[config.mk]
export PLATFORM = sky130hd
export DESIGN_NAME = iram_ctrl
export DESIGN_NICKNAME = d
export VERILOG_FILES = /design/src/rtl/iram_ctrl_pkg.sv /design/src/rtl/iram_burst_cnt.sv /design/src/rtl/iram_ctrl.sv
export SDC_FILE = /design/constraint.sdc
export NUM_CORES = 1
export LEC_CHECK = 0
export BUFFER_PORTS_ARGS = -buffer_cell sky130_fd_sc_hd__buf_2
export CORE_ASPECT_RATIO = 1.25
export CORE_MARGIN = 3
export CORE_UTILIZATION = 35
export DETAILED_ROUTE_END_ITERATION = 8
export PLACE_DENSITY = 0.68
export SYNTH_ARGS = -nofsm -noshare
export SYNTH_HDL_FRONTEND = slang
export SYNTH_HIERARCHICAL = 1
export SYNTH_SLANG_ARGS = --single-unit
[constraint.sdc]
create_clock -name clk -period 3.1 [get_ports clk]
set_input_delay 0.62 -clock clk [delete_from_list [all_inputs] [get_ports clk]]
set_output_delay 0.62 -clock clk [all_outputs]
set_load 0.03 [all_outputs]
[src/rtl/iram_ctrl_pkg.sv]
// Shared constants and state encoding for the instruction-RAM refill controller.
`ifndef MEMORY_WORD
`define MEMORY_WORD 32
`endif
`ifndef PC_SIZE
`define PC_SIZE 32
`endif

package iram_ctrl_pkg;
  localparam int IRAM_LINE_WORDS = 4;

  typedef enum logic [1:0] {
    IDLE  = 2'd0,
    FETCH = 2'd1,
    DONE  = 2'd2
  } iram_state_t;
endpackage

[src/rtl/iram_burst_cnt.sv]
// Line-burst sequencer: wrapping word index, words-fetched counter, last-word flag, mem_addr.
// IRAM_CRITICAL_WORD_FIRST_EN selects critical-word-first start instead of word 0.
`ifndef MEMORY_WORD
`define MEMORY_WORD 32
`endif
`ifndef PC_SIZE
`define PC_SIZE 32
`endif

module iram_burst_cnt #(
  parameter int LINE_WORDS = 4,
  parameter int WORD_BYTES = 4,
  parameter int PC_W       = 32,
  parameter int IDX_W      = $clog2(LINE_WORDS)
) (
  input  logic             clk,
  input  logic             rst,
  input  logic             load_i,
  input  logic [PC_W-1:0]  addr_i,
  input  logic             adv_i,
  output logic [IDX_W-1:0] idx_o,
  output logic             last_o,
  output logic [PC_W-1:0]  mem_addr_o
);
  localparam int BYTE_W = $clog2(WORD_BYTES);
  localparam int OFF_W  = IDX_W + BYTE_W;
  localparam logic [PC_W-1:0] LINE_MASK = ~((PC_W'(1) << OFF_W) - PC_W'(1));

  logic [PC_W-1:0]  base_q;
  logic [IDX_W-1:0] idx_q;
  logic [IDX_W-1:0] cnt_q;

  always_ff @(posedge clk) begin
    if (rst) begin
      base_q <= '0;
      idx_q  <= '0;
      cnt_q  <= '0;
    end else if (load_i) begin
      base_q <= addr_i & LINE_MASK;
`ifdef IRAM_CRITICAL_WORD_FIRST_EN
      idx_q  <= addr_i[OFF_W-1:BYTE_W];
`else
      idx_q  <= '0;
`endif
      cnt_q  <= '0;
    end else if (adv_i) begin
      // idx wraps naturally at LINE_WORDS (power of two), keeping the burst inside the line
      idx_q <= idx_q + IDX_W'(1);
      cnt_q <= cnt_q + IDX_W'(1);
    end
  end

  assign idx_o      = idx_q;
  assign last_o     = (cnt_q == IDX_W'(LINE_WORDS - 1));
  assign mem_addr_o = base_q + (PC_W'(idx_q) << BYTE_W);
endmodule

[src/rtl/iram_ctrl.sv]
// Instruction-RAM line refill controller: fetches LINE_WORDS words per miss and strobes each back.
// IRAM_CRITICAL_WORD_FIRST_EN (in iram_burst_cnt) enables critical-word-first ordering.
`ifndef MEMORY_WORD
`define MEMORY_WORD 32
`endif
`ifndef PC_SIZE
`define PC_SIZE 32
`endif

module iram_ctrl
  import iram_ctrl_pkg::*;
#(
  parameter int LINE_WORDS = IRAM_LINE_WORDS,
  parameter int WORD_BYTES = `MEMORY_WORD / 8,
  parameter int IDX_W      = $clog2(LINE_WORDS)
) (
  input  logic                    clk,
  input  logic                    rst,
  input  logic                    miss_cache,
  input  logic [`PC_SIZE-1:0]     ram_address,
  output logic [`MEMORY_WORD-1:0] mem_word,
  output logic                    word_ready,
  output logic [IDX_W-1:0]        word_idx,
  output logic                    line_done,
  output logic                    mem_req,
  output logic [`PC_SIZE-1:0]     mem_addr,
  input  logic                    mem_ack,
  input  logic [`MEMORY_WORD-1:0] mem_rdata
);
  iram_state_t             state_q;
  logic                    mem_req_q;
  logic                    word_ready_q;
  logic                    line_done_q;
  logic [`MEMORY_WORD-1:0] mem_word_q;
  logic [IDX_W-1:0]        word_idx_q;

  logic             load;
  logic             adv;
  logic             last;
  logic [IDX_W-1:0] idx;

  // mem_req_q is only high in FETCH, so stray acks elsewhere never advance the burst
  assign load = (state_q == IDLE) && miss_cache;
  assign adv  = mem_req_q && mem_ack;

  iram_burst_cnt #(
    .LINE_WORDS (LINE_WORDS),
    .WORD_BYTES (WORD_BYTES),
    .PC_W       (`PC_SIZE),
    .IDX_W      (IDX_W)
  ) u_cnt (
    .clk        (clk),
    .rst        (rst),
    .load_i     (load),
    .addr_i     (ram_address),
    .adv_i      (adv),
    .idx_o      (idx),
    .last_o     (last),
    .mem_addr_o (mem_addr)
  );

  always_ff @(posedge clk) begin
    if (rst) begin
      state_q      <= IDLE;
      mem_req_q    <= 1'b0;
      word_ready_q <= 1'b0;
      line_done_q  <= 1'b0;
      mem_word_q   <= '0;
      word_idx_q   <= '0;
    end else begin
      word_ready_q <= 1'b0;
      line_done_q  <= 1'b0;
      case (state_q)
        IDLE: begin
          if (miss_cache) begin
            state_q   <= FETCH;
            mem_req_q <= 1'b1;
          end
        end
        FETCH: begin
          if (adv) begin
            mem_word_q   <= mem_rdata;
            word_idx_q   <= idx;
            word_ready_q <= 1'b1;
            if (last) begin
              line_done_q <= 1'b1;
              mem_req_q   <= 1'b0;
              state_q     <= DONE;
            end
          end
        end
        DONE:    state_q <= IDLE;
        default: state_q <= IDLE;
      endcase
    end
  end

  assign mem_req    = mem_req_q;
  assign word_ready = word_ready_q;
  assign line_done  = line_done_q;
  assign mem_word   = mem_word_q;
  assign word_idx   = word_idx_q;
endmodule

==> results by group, run 1 <==
Worst setup path
  – Crit-path leading delay family: flip-flops
  – WP buf/inv: 1
  – Critical Path RT: about 2500 ps
  – CP peak stage delay: 440 ps
  – Critical path launch point type: flop
  – Crit path cell chain: buf_2
  – Largest fanout on the critical path: 5
  – Critical path data arrival time: ~1000 ps
  – Critical path class: reg2out
  – CP max-delay cell: dfxtp_1
  – Setup crit end kind: output port

Power
  – Total power: slightly below 2000 µW
  – Switching pwr: between 500 and 600 µW
  – VDD IR max: 193 µV
  – Static Leak: 0.00180 µW
  – Logic gate share of total power: around an eighth
  – Switching Fraction: about 26%
  – Power density cells: 517 nW/µm²
  – Reg power frac: roughly half
  – Clk pwr share: between 30% and 40%
  – P_int: between 1000 and 1500 µW

Die
  – Initial core utilization: 36.3%
  – CORE AREA: a little over 8000 µm²
  – Die Wd: about 90 µm
  – Ports: roughly 140
  – Die height: ~110 µm
  – Rows: 37
  – Die area: about 10000 µm²

Clock network
  – Max clock buf depth: 2
  – Post-CTS sizing: 0
  – CTS H-tree lvls: 3
  – Clock transition at path regs: around 70 ps
  – Clk sink count: between 70 and 80
  – Post-CTS setup repair buffer count: 0
  – Clk Latency, worst-skew pair: 340 ps
  – Clock root buffer: clkbuf_8
  – CTS buffer count: 9
  – Cts-stage hold buffer count: 0
  – CTS tree: yes

Detailed routing
  – Via count: 2238
  – Post-route ant nets: 0
  – Wire length per cell: 12.5 µm
  – Vias per cell: ~4.5
  – Routed WL: roughly 6300 µm
  – Pre-antenna DRT Iters: 3
  – DR iter-0 viols: 85
  – DRC violations left: 0

Final layout
  – Ant diodes: 0
  – Final #Nets: roughly 470
  – Fill count: approximately 800
  – Synthesis-to-layout area growth: 28.0%
  – Share of cells above drive strength 1: between 40% and 50%

Timing
  – Final setup fails: 0
  – Fmax: approximately 600 MHz
  – Total negative slack: 0 ps
  – Post-route minimum period: between 1500 and 2000 ps
  – Setup slack after layout: 1470 ps
  – Clk_skew: 14.3 ps
  – Worst slew margin: roughly three fifths
  – Fin. Hold Viols: 0
  – Final slew viol count: 0
  – Hold_ws: 472 ps
  – Slew @ Worst Pin: 611 ps
  – RSZ-0062 raised after global routing: false
  – Final worst path period share: between 50% and 60%

Placed design
  – PortBufs: 130
  – Detailed placer's ending HPWL: between 4000 and 5000 µm
  – Gpl congestion: between 0.7 and 0.8
  – Post-Place Worst Slack: 1240 ps

GRT
  – Initial antenna violation count: 0
  – Met2 GRT Util: 21.9%
  – Global Route met1 Usage: between 10 and 15%
  – Largest net degree at the start of global routing: 38
  – Met3 GRT Util: about 2.7%
  – Gr usage total: roughly an eighth
  – First-pass GRT wire length: around 9500 µm
  – Busiest layer in global routing: met2
  – Grt total ovfl: 0
  – Vias in the first global route: 2057

Synth
  – YS warnings: 6
  – Seq cells post-synth: 71
  – Post-Syn Instances: about 280
  – Yosys cell types: 26
  – Post-synthesis area per instance: approximately 11 µm²
  – Top cells by area, synth: dfxtp_1, mux2i_1, or2b_2
  – Cell taking the most area after synthesis: dfxtp_1
  – Syn Std Cell Area: 3010 µm²
  – Synth top area share: between 40% and 50%
  – Sequential-to-total area share from yosys stat: between 40% and 50%

Status
  – Status: finished clean

Min path
  – Hold Crit Class: reg2reg

Job
  – Max_cap viols: 0
## power groups by stage
stage	clock [µW]	combinational, µW	sequential [µW]
floorplan	0	122	1040
global placement	0	255	981
detailed placement	0	259	983
CTS	803	260	962
global route	843	278	966
finish	770	256	962
## per-stage QoR
step | instance area [µm²] | utilization (%) | instances
global route | 3850 | 46.4 | 501
CTS | 3850 | 46.4 | 501
global placement | 3630 | 43.8 | 485
detailed placement | 3630 | 43.8 | 485
finish | 3850 | 46.4 | 501
floorplan | 3010 | - | 276
## logic make-up (layout without fill, tap and decap cells)
family	after synthesis	in the layout	synth area share, %
other	1	2	0.125
AND/OR/NAND/NOR	111	111	23.5
AO/OA/AOI/OAI	3	3	0.833
multiplexers	63	63	21.0
flip-flops	71	71	47.3
adder cells (fa/ha/maj)	1	1	0.416
buffers and inverters	23	151	6.29
XOR/XNOR	2	2	0.583
## synthesized netlist by cell type
| master | number |
|---|---|
| o211a_1 | 1 |
| a21oi_1 | 1 |
| nand4b_1 | 1 |
| and2_1 | 2 |
| dfxtp_1 | 71 |
| or2_1 | 1 |
| and4b_1 | 1 |
| buf_4 | 5 |
| nand3b_1 | 1 |
| buf_6 | 2 |
| and4_1 | 1 |
| and3_2 | 2 |
| or2b_2 | 31 |
| mux2i_1 | 63 |
| buf_2 | 3 |
| inv_1 | 1 |
| conb_1 | 1 |
| clkbuf_1 | 8 |
| nor3b_1 | 1 |
| nor4_1 | 1 |
| buf_12 | 4 |
| nor2_1 | 32 |
| ha_1 | 1 |
| xnor2_1 | 2 |
| nand2b_1 | 37 |
| a21bo_2 | 1 |
## layout make-up
class                           count  area [µm²]  area share, %
Sequential cell                    71        1420           37.0
Multi-Input combinational cell    182        1410           36.5
Timing Repair Buffer              134         681           17.7
Clock buffer                       11         151           3.94
Tap cell                           97         121           3.16
Clock inverter                      5        62.6           1.63
Inverter                            1        3.75         0.0976
## registers in the layout (all words and copies together) (netlist names)
name / count
word_idx: 2
u_cnt/cnt_q: 2
u_cnt/idx_o: 2
state_q: 2
u_cnt/base_q: 28
mem_word: 32
mem_req: 1
line_done: 1
word_ready: 1
## metal layers
layer	wire, µm	vias up
met5	0	-
met4	186	0
met3	329	13
met2	3200	67
met1	2540	1021
li1	-	1137
## final timing paths
check                  to  cells past startpoint           start  slack (ps)
min          mem_word[15]                      2    mem_word[15]         470
min reg2reg  mem_word[15]                      2    mem_word[15]         470
max           mem_addr[2]                      1  u_cnt/idx_o[0]        1470
max reg2reg   mem_word[0]                      3      state_q[0]        1580
## cell usage in the layout, fill, tap and decap left out, types with 4 or more instances in the layout
cell type,instances
clkbuf_8,11
nor2_1,32
buf_4,4
buf_2,130
dfxtp_1,71
mux2i_1,63
or2b_2,31
nand2b_1,37
Note: power is estimated with default switching activity, not from simulation.
==> run 2, diff against run 1 <==
--- a/config.mk
+++ b/config.mk
@@ -5,12 +5,13 @@
 export SDC_FILE = /design/constraint.sdc
 export NUM_CORES = 1
 export LEC_CHECK = 0
+export ABC_AREA = 1
 export BUFFER_PORTS_ARGS = -buffer_cell sky130_fd_sc_hd__buf_2
 export CORE_ASPECT_RATIO = 1.25
 export CORE_MARGIN = 3
 export CORE_UTILIZATION = 35
 export DETAILED_ROUTE_END_ITERATION = 8
-export PLACE_DENSITY = 0.68
+export PLACE_DENSITY = 0.71
 export SYNTH_ARGS = -nofsm -noshare
 export SYNTH_HDL_FRONTEND = slang
 export SYNTH_HIERARCHICAL = 1
==> constraint.sdc (replaced) <==
create_clock -name clk -period 1.45 [get_ports clk]
set_input_delay 0.29 -clock clk [delete_from_list [all_inputs] [get_ports clk]]
set_output_delay 0.29 -clock clk [all_outputs]
set_load 0.03 [all_outputs]
==> run 2 against run 1 <==
Compared with the run above: first-iteration DRC count up 9.4%; sequential share of layout area grew 3.0 points; combinational power up 130%; setup slack lost 1300 ps; clock power is 110% higher; non-clock buffer count grew 3; flip-flop and latch count is the same; die area shrank 8.7%; wire length increased by 5.4%; design area is 7.6% lower; core utilization increased by 1.0 points; largest power group unchanged.
==> results by group, run 2 <==
Worst setup path
  – CP peak stage delay: 390 ps (-50 ps)
  – Critical path data arrival time: 1540 ps (+530 ps)
  – Number of cells on the worst reg-to-reg path: 7 (+4)
  – Critical path class: reg2reg
  – Critical path launch point type: flop
  – Setup crit end kind: flop
  – Most frequent cell on the critical path: nand2_1
  – CP max-delay cell: dfxtp_1
  – Worst setup path end: u_cnt/base_q[16]
  – Largest fanout on the critical path: 30 (+25)
  – Critical Path RT: 1710 ps (-770 ps)
  – R2r endpoint: u_cnt/base_q[16]
  – Crit path cell chain: nor2_1, nand2_1, inv_1, buf_12, inv_8, nand2_1, a21oi_1
  – R2R Setup Slk: 170 ps (-1410 ps)
  – Crit path from: state_q[1]
  – RR Startpoint: state_q[1]

Clock network
  – CTS H-tree lvls: 3 (unchanged)
  – Clock root buffer: clkbuf_8
  – Clock transition at path regs: 80 ps (about the same)
  – Cts-stage hold buffer count: 0 (unchanged)
  – Max clock buf depth: 2 (unchanged)
  – CTS buffer count: 9 (unchanged)
  – CTS tree: yes
  – Clk sink count: 71 (unchanged)
  – Clk Latency, worst-skew pair: 330 ps (about the same)

Placed design
  – Cell Area, Placed: 3340 µm² (-8.0%)
  – PortBufs: 130 (unchanged)
  – Gpl congestion: 0.737 (-2.7%)
  – Detailed placer's ending HPWL: 4810 µm (+6.4%)

Synth
  – Most frequent cells after synthesis: nand2_1, dfxtp_1, nor2_1, a21oi_1, o21ai_0
  – Seq cells post-synth: 71 (unchanged)
  – Synth top area share: 52.1% (+4.8 points)
  – Post-synthesis area per instance: 8.39 µm² (-23%)
  – Sequential-to-total area share from yosys stat: 52.1% (+4.8 points)
  – Fraction of registers with async set/reset: 0% (unchanged)
  – Top FF cell, synth: dfxtp_1
  – Yosys cell types: 23 (-12%)
  – Post-Syn Instances: 325 (+18%)
  – Cell taking the most area after synthesis: dfxtp_1
  – Top cells by area, synth: dfxtp_1, nand2_1, a21oi_1
  – Number of flops mapped to enable cells by yosys: 0 (unchanged)
  – Cell with the most instances after synthesis: nand2_1
  – YS warnings: 6 (unchanged)
  – Syn Std Cell Area: 2730 µm² (-9.3%)

Detailed routing
  – Pre-antenna DRT Iters: 5 (+2)
  – Routed WL: 6590 µm (+5.4%)
  – Wire length per cell: 12.0 µm (-3.7%)
  – DRC violations left: 0 (unchanged)
  – Post-route ant nets: 0 (unchanged)
  – Via count: 2439 (+9.0%)
  – Vias per cell: 4.45 (-0.37%)
  – DR iter-0 viols: 93 (+9.4%)

Die
  – CORE AREA: 7490 µm² (-9.6%)
  – Ports: 137 (unchanged)
  – Die Wd: 84.9 µm (-4.4%)
  – Initial core utilization: 36.4% (+0.14 points)
  – Rows: 35 (-5.4%)
  – Die height: 105 µm (-4.5%)
  – Die area: 8890 µm² (-8.7%)

Final layout
  – Synthesis-to-layout area growth: 30.3%
  – Final #Nets: 520 (+11%)
  – Share of cells above drive strength 1: 42.3% (-3.7 points)
  – Final instance area: 3550 µm² (-7.6%)
  – Max reg flops: 32 (unchanged)
  – Commonest non-fill, non-tap cell in the layout: buf_2
  – Commonest non-fill, non-tap cells in the layout: buf_2, nand2_1, dfxtp_1
  – Ant diodes: 0 (unchanged)

Power
  – Static Leak: 0.00166 µW (-7.6%)
  – VDD IR max: 825 µV (+330%)
  – Power density cells: 1200 nW/µm² (+130%)

Job
  – Max_cap viols: 0 (unchanged)

Timing
  – RSZ-0062 raised after global routing: false
  – Final slew viol count: 0 (unchanged)
  – Post-route minimum period: ~1300 ps
  – Final setup fails: 0 (unchanged)
  – Total negative slack: 0 ps (unchanged)
  – Clk_skew: 9.16 ps (-5.15 ps)
  – Fmax: approximately 780 MHz
  – Fin. Hold Viols: 0 (unchanged)
  – Final worst path period share: between 80% and 90%

GRT
  – Vias in the first global route: 2324 (+13%)
  – Initial antenna violation count: 0 (unchanged)
  – Largest net degree at the start of global routing: 35 (-7.9%)
  – Gr usage total: 15.0% (+2.3 points)
  – First-pass GRT wire length: 10800 µm (+14%)
  – Grt total ovfl: 0 (unchanged)

Status
  – Status: finished clean

Min path
  – Hold Crit Class: in2reg
  – Hold Path Stages: 3 (+1)
==> run 2: cell families (layout without fill, tap and decap cells) <==
| kind of cell | after synthesis | in the layout | share of synthesized area, % |
|---|---|---|---|
| other cells | 1 | 2 | 0.138 |
| buf+inv | 33 | 163 | 9.73 |
| flops | 71 | 71 | 52.1 |
| compound gates | 67 | 67 | 13.0 |
| simple gates | 152 | 152 | 24.6 |
| fa+ha+maj | 1 | 1 | 0.459 |
==> run 2: worst min path at each step <==
stage                                start               end  slack (ps)
after global placement    u_cnt/base_q[16]  u_cnt/base_q[16]         450
after floorplan                        rst  u_cnt/base_q[16]         360
after global routing       ram_address[17]  u_cnt/base_q[17]         180
after detailed placement      mem_word[23]      mem_word[23]         450
final                      ram_address[27]  u_cnt/base_q[27]         180
after CTS                  ram_address[27]  u_cnt/base_q[27]         170
==> run 2: metal layers <==
layer	GRT usage, %	wire length, µm
met1	16.5	2600
met2	27.1	3510
met3	3.08	342
met4	6.90	138
met5	0	0
==> run 2: critical path, delay by kind of cell (launching register included) <==
kind | cells | cell delay (ps)
buf+inv | 3 | 440
compound gates | 1 | 110
flops | 1 | 390
simple gates | 3 | 260
==> run 2: report_power, final <==
group          internal (µW)  leakage (µW)  total [µW]  switching [µW]
logic                    199      0.000977         600             401
clock network            886      0.000105        1600             712
registers               2040      0.000580        2080            41.2
==> run 2: metrics by stage <==
stage | worst slack, ps | power (µW) | utilization, % | std cells | hold WS (ps)
floorplan | 174 | 2530 | - | 326 | 359
global placement | 171 | 2710 | 44.6 | 532 | 447
detailed placement | 132 | 2730 | 44.6 | 532 | 453
CTS | 119 | 4340 | 47.4 | 548 | 166
global route | 28.9 | 4490 | 47.5 | 548 | 180
finish | 167 | 4280 | 47.5 | 548 | 183
==> run 2: what timing repair did <==
| item | in CTS | in global routing |
|---|---|---|
| resized for setup | 0 | 1 |
| endpoints found under the setup margin | 0 | 18 |
| hold endpoints to repair | 0 | 0 |
| setup buffers | 0 | 0 |
==> run 2: layout make-up <==
type	count	area (µm²)
multi-input cells	222	1040
well taps	92	115
repair buffers	137	716
inverters	10	50.0
clock inverters	5	56.3
fillers	759	3940
clock buffers	11	151
flip-flops and latches	71	1420
==> run 3, diff against run 2 <==
--- a/config.mk
+++ b/config.mk
@@ -11,7 +11,7 @@
 export CORE_MARGIN = 3
 export CORE_UTILIZATION = 35
 export DETAILED_ROUTE_END_ITERATION = 8
-export PLACE_DENSITY = 0.71
+export PLACE_DENSITY = 0.69
 export SYNTH_ARGS = -nofsm -noshare
 export SYNTH_HDL_FRONTEND = slang
 export SYNTH_HIERARCHICAL = 1
==> constraint.sdc (replaced) <==
create_clock -name clk -period 1.4 [get_ports clk]
set_input_delay 0.28 -clock clk [delete_from_list [all_inputs] [get_ports clk]]
set_output_delay 0.28 -clock clk [all_outputs]
set_load 0.03 [all_outputs]
==> run 3 against run 2 <==
Compared with the run above: register-to-register slack worse by 50 ps; fmax down 0.15%; flip-flop and latch count unchanged; combinational power up 4.0%.
==> results by group, run 3 (synthesis gave the netlist of run 2 again) <==
Status
  – Status: finished clean

Detailed routing
  – Wire length per cell: 12.1 µm (+0.62%)
  – Post-route ant nets: 0 (unchanged)
  – Routed WL: 6640 µm (+0.62%)
  – Via count: 2443 (+0.16%)
  – Met2 WL post-DR: 3300 µm (-6.0%)
  – Pre-antenna DRT Iters: 4 (-1)
  – Met3 Wirelength: 361 µm (+5.6%)
  – Met1 WL: 2770 µm (+6.6%)
  – DRC violations left: 0 (unchanged)
  – DR iter-0 viols: 95 (+2.2%)
  – Vias per cell: 4.46 (+0.16%)
  – Highest routed layer: met4

Worst setup path
  – Critical path class: reg2reg
  – CP max-delay cell: dfxtp_1
  – Most frequent cell on the critical path: nand2_1
  – WP buf/inv: 3 (unchanged)
  – CP peak stage delay: 390 ps (about the same)
  – Crit path cell chain: nor2_1, nand2_1, inv_1, buf_12, inv_8, nand2_1, a21oi_1
  – Critical path data arrival time: 1560 ps (+20 ps)
  – Crit-path leading delay family: buffers and inverters
  – Critical path launch point type: flop
  – Critical Path RT: 1670 ps (-40 ps)
  – Setup crit end kind: flop
  – Largest fanout on the critical path: 30 (unchanged)

GRT
  – Gr usage total: 15.0% (+0.030 points)
  – Largest net degree at the start of global routing: 35 (unchanged)
  – Grt total ovfl: 0 (unchanged)
  – First-pass GRT wire length: 10800 µm (-0.19%)
  – Initial antenna violation count: 0 (unchanged)
  – Vias in the first global route: 2309 (-0.65%)

Die
  – CORE AREA: 7490 µm² (unchanged)
  – Ports: 137 (unchanged)
  – Die Wd: 84.9 µm (unchanged)
  – Die height: 105 µm (unchanged)
  – Die area: 8890 µm² (unchanged)
  – Rows: 35 (unchanged)
  – Initial core utilization: 36.4% (unchanged)

Job
  – Max_cap viols: 0 (unchanged)

Clock network
  – Max clock buf depth: 2 (unchanged)
  – Clk Latency, worst-skew pair: 340 ps (about the same)
  – CTS H-tree lvls: 3 (unchanged)
  – Clk sink count: 71 (unchanged)
  – CTS buffer count: 9 (unchanged)
  – CTS tree: yes
  – Clock transition at path regs: 80 ps (about the same)
  – Clock root buffer: clkbuf_8

Final layout
  – Commonest non-fill, non-tap cells in the layout: buf_2, nand2_1, dfxtp_1
  – Ant diodes: 0 (unchanged)
  – Max reg flops: 32 (unchanged)
  – Synthesis-to-layout area growth: 30.9%
  – Final #Nets: 520 (unchanged)
  – Final instance area: 3570 µm² (+0.46%)
  – Commonest non-fill, non-tap cell in the layout: buf_2
  – Share of cells above drive strength 1: 42.3% (unchanged)

Placed design
  – PortBufs: 130 (unchanged)
  – Cell Area, Placed: 3340 µm² (unchanged)
  – Detailed placer's ending HPWL: 4790 µm (-0.43%)
  – Gpl congestion: 0.725 (-1.6%)

Timing
  – Hold_ws: 167 ps (-16.5 ps)
  – Post-route minimum period: 1290 ps (+1.93 ps)
  – Final setup fails: 0 (unchanged)
  – RSZ-0062 raised after global routing: false
  – Clk_skew: 10.8 ps (+1.63 ps)
  – Final worst path period share: 91.8% (+3.3 points)
  – Fin. Hold Viols: 0 (unchanged)
  – Final slew viol count: 0 (unchanged)
  – Fmax: 778 MHz (-0.15%)
  – Total negative slack: 0 ps (unchanged)

Power
  – Power density cells: 1280 nW/µm² (+6.5%)
  – Static Leak: 0.00166 µW (+0.12%)
  – VDD IR max: 624 µV (-24%)

Min path
  – Hold Crit Class: in2reg
[run 3: changes by cell type in the layout (fill, tap and decap cells not counted)]
cell	previous run	this run
inv_8	1	2
clkinv_4	1	2
clkinv_2	2	1
clkbuf_8	11	9
bufinv_16	1	2
clkinvlp_4	1	2
inv_6	1	0
[run 3: final cells by class]
class / count / area (µm²)
fill: 752 / 3920
sequential: 71 / 1420
multi-input combinational: 222 / 1040
timing repair buffer: 137 / 716
clock buffer: 9 / 124
tap: 92 / 115
clock inverter: 7 / 97.6
inverter: 10 / 52.6
[run 3: report_power, final]
group | total [µW] | switching [µW] | leakage, µW | internal, µW
clock | 1800 | 794 | 0.000105 | 1010
sequential | 2150 | 42.7 | 0.000580 | 2110
combinational | 624 | 418 | 0.000979 | 206
total | 4570 | 1250 | 0.00166 | 3320
[run 3: final timing paths]
| kind | cells after the start | slack (ps) | end | from |
|---|---|---|---|---|
| worst max-delay path | 7 | 110 | u_cnt/base_q[16] | state_q[1] |
| worst max register to register | 7 | 110 | u_cnt/base_q[16] | state_q[1] |
| worst min register to register | 2 | 460 | mem_word[9] | mem_word[9] |
| worst min-delay path | 3 | 170 | u_cnt/base_q[17] | ram_address[17] |
[run 3: repair_timing]
item,4_1_cts,5_1_grt
buffers inserted,0,0
gates resized for setup,0,2
hold buffers,0,0
hold endpoints to repair,0,0
setup endpoints to repair,0,34
[run 3: metrics by stage]
stage	util (%)	worst slack [ps]	total power (µW)	std cells
after floorplan	-	124	2620	326
after global placement	44.6	119	2810	532
after detailed placement	44.6	70.6	2830	532
after CTS	47.6	49.6	4640	548
after global routing	47.7	3.41	4800	548
final	47.7	115	4570	548
[run 3: tightest hold or removal path, stage by stage]
cell	delay, ps
buf_2	70
nor2_1	30
nor2_1	80
[run 3: per-layer routing]
layer  global-route usage (%)  vias to the layer above
li1                         -                     1271
met3                     3.23                       15
met2                     24.8                       72
met1                     18.0                     1085
met5                        0                        -
met4                     8.14                        0
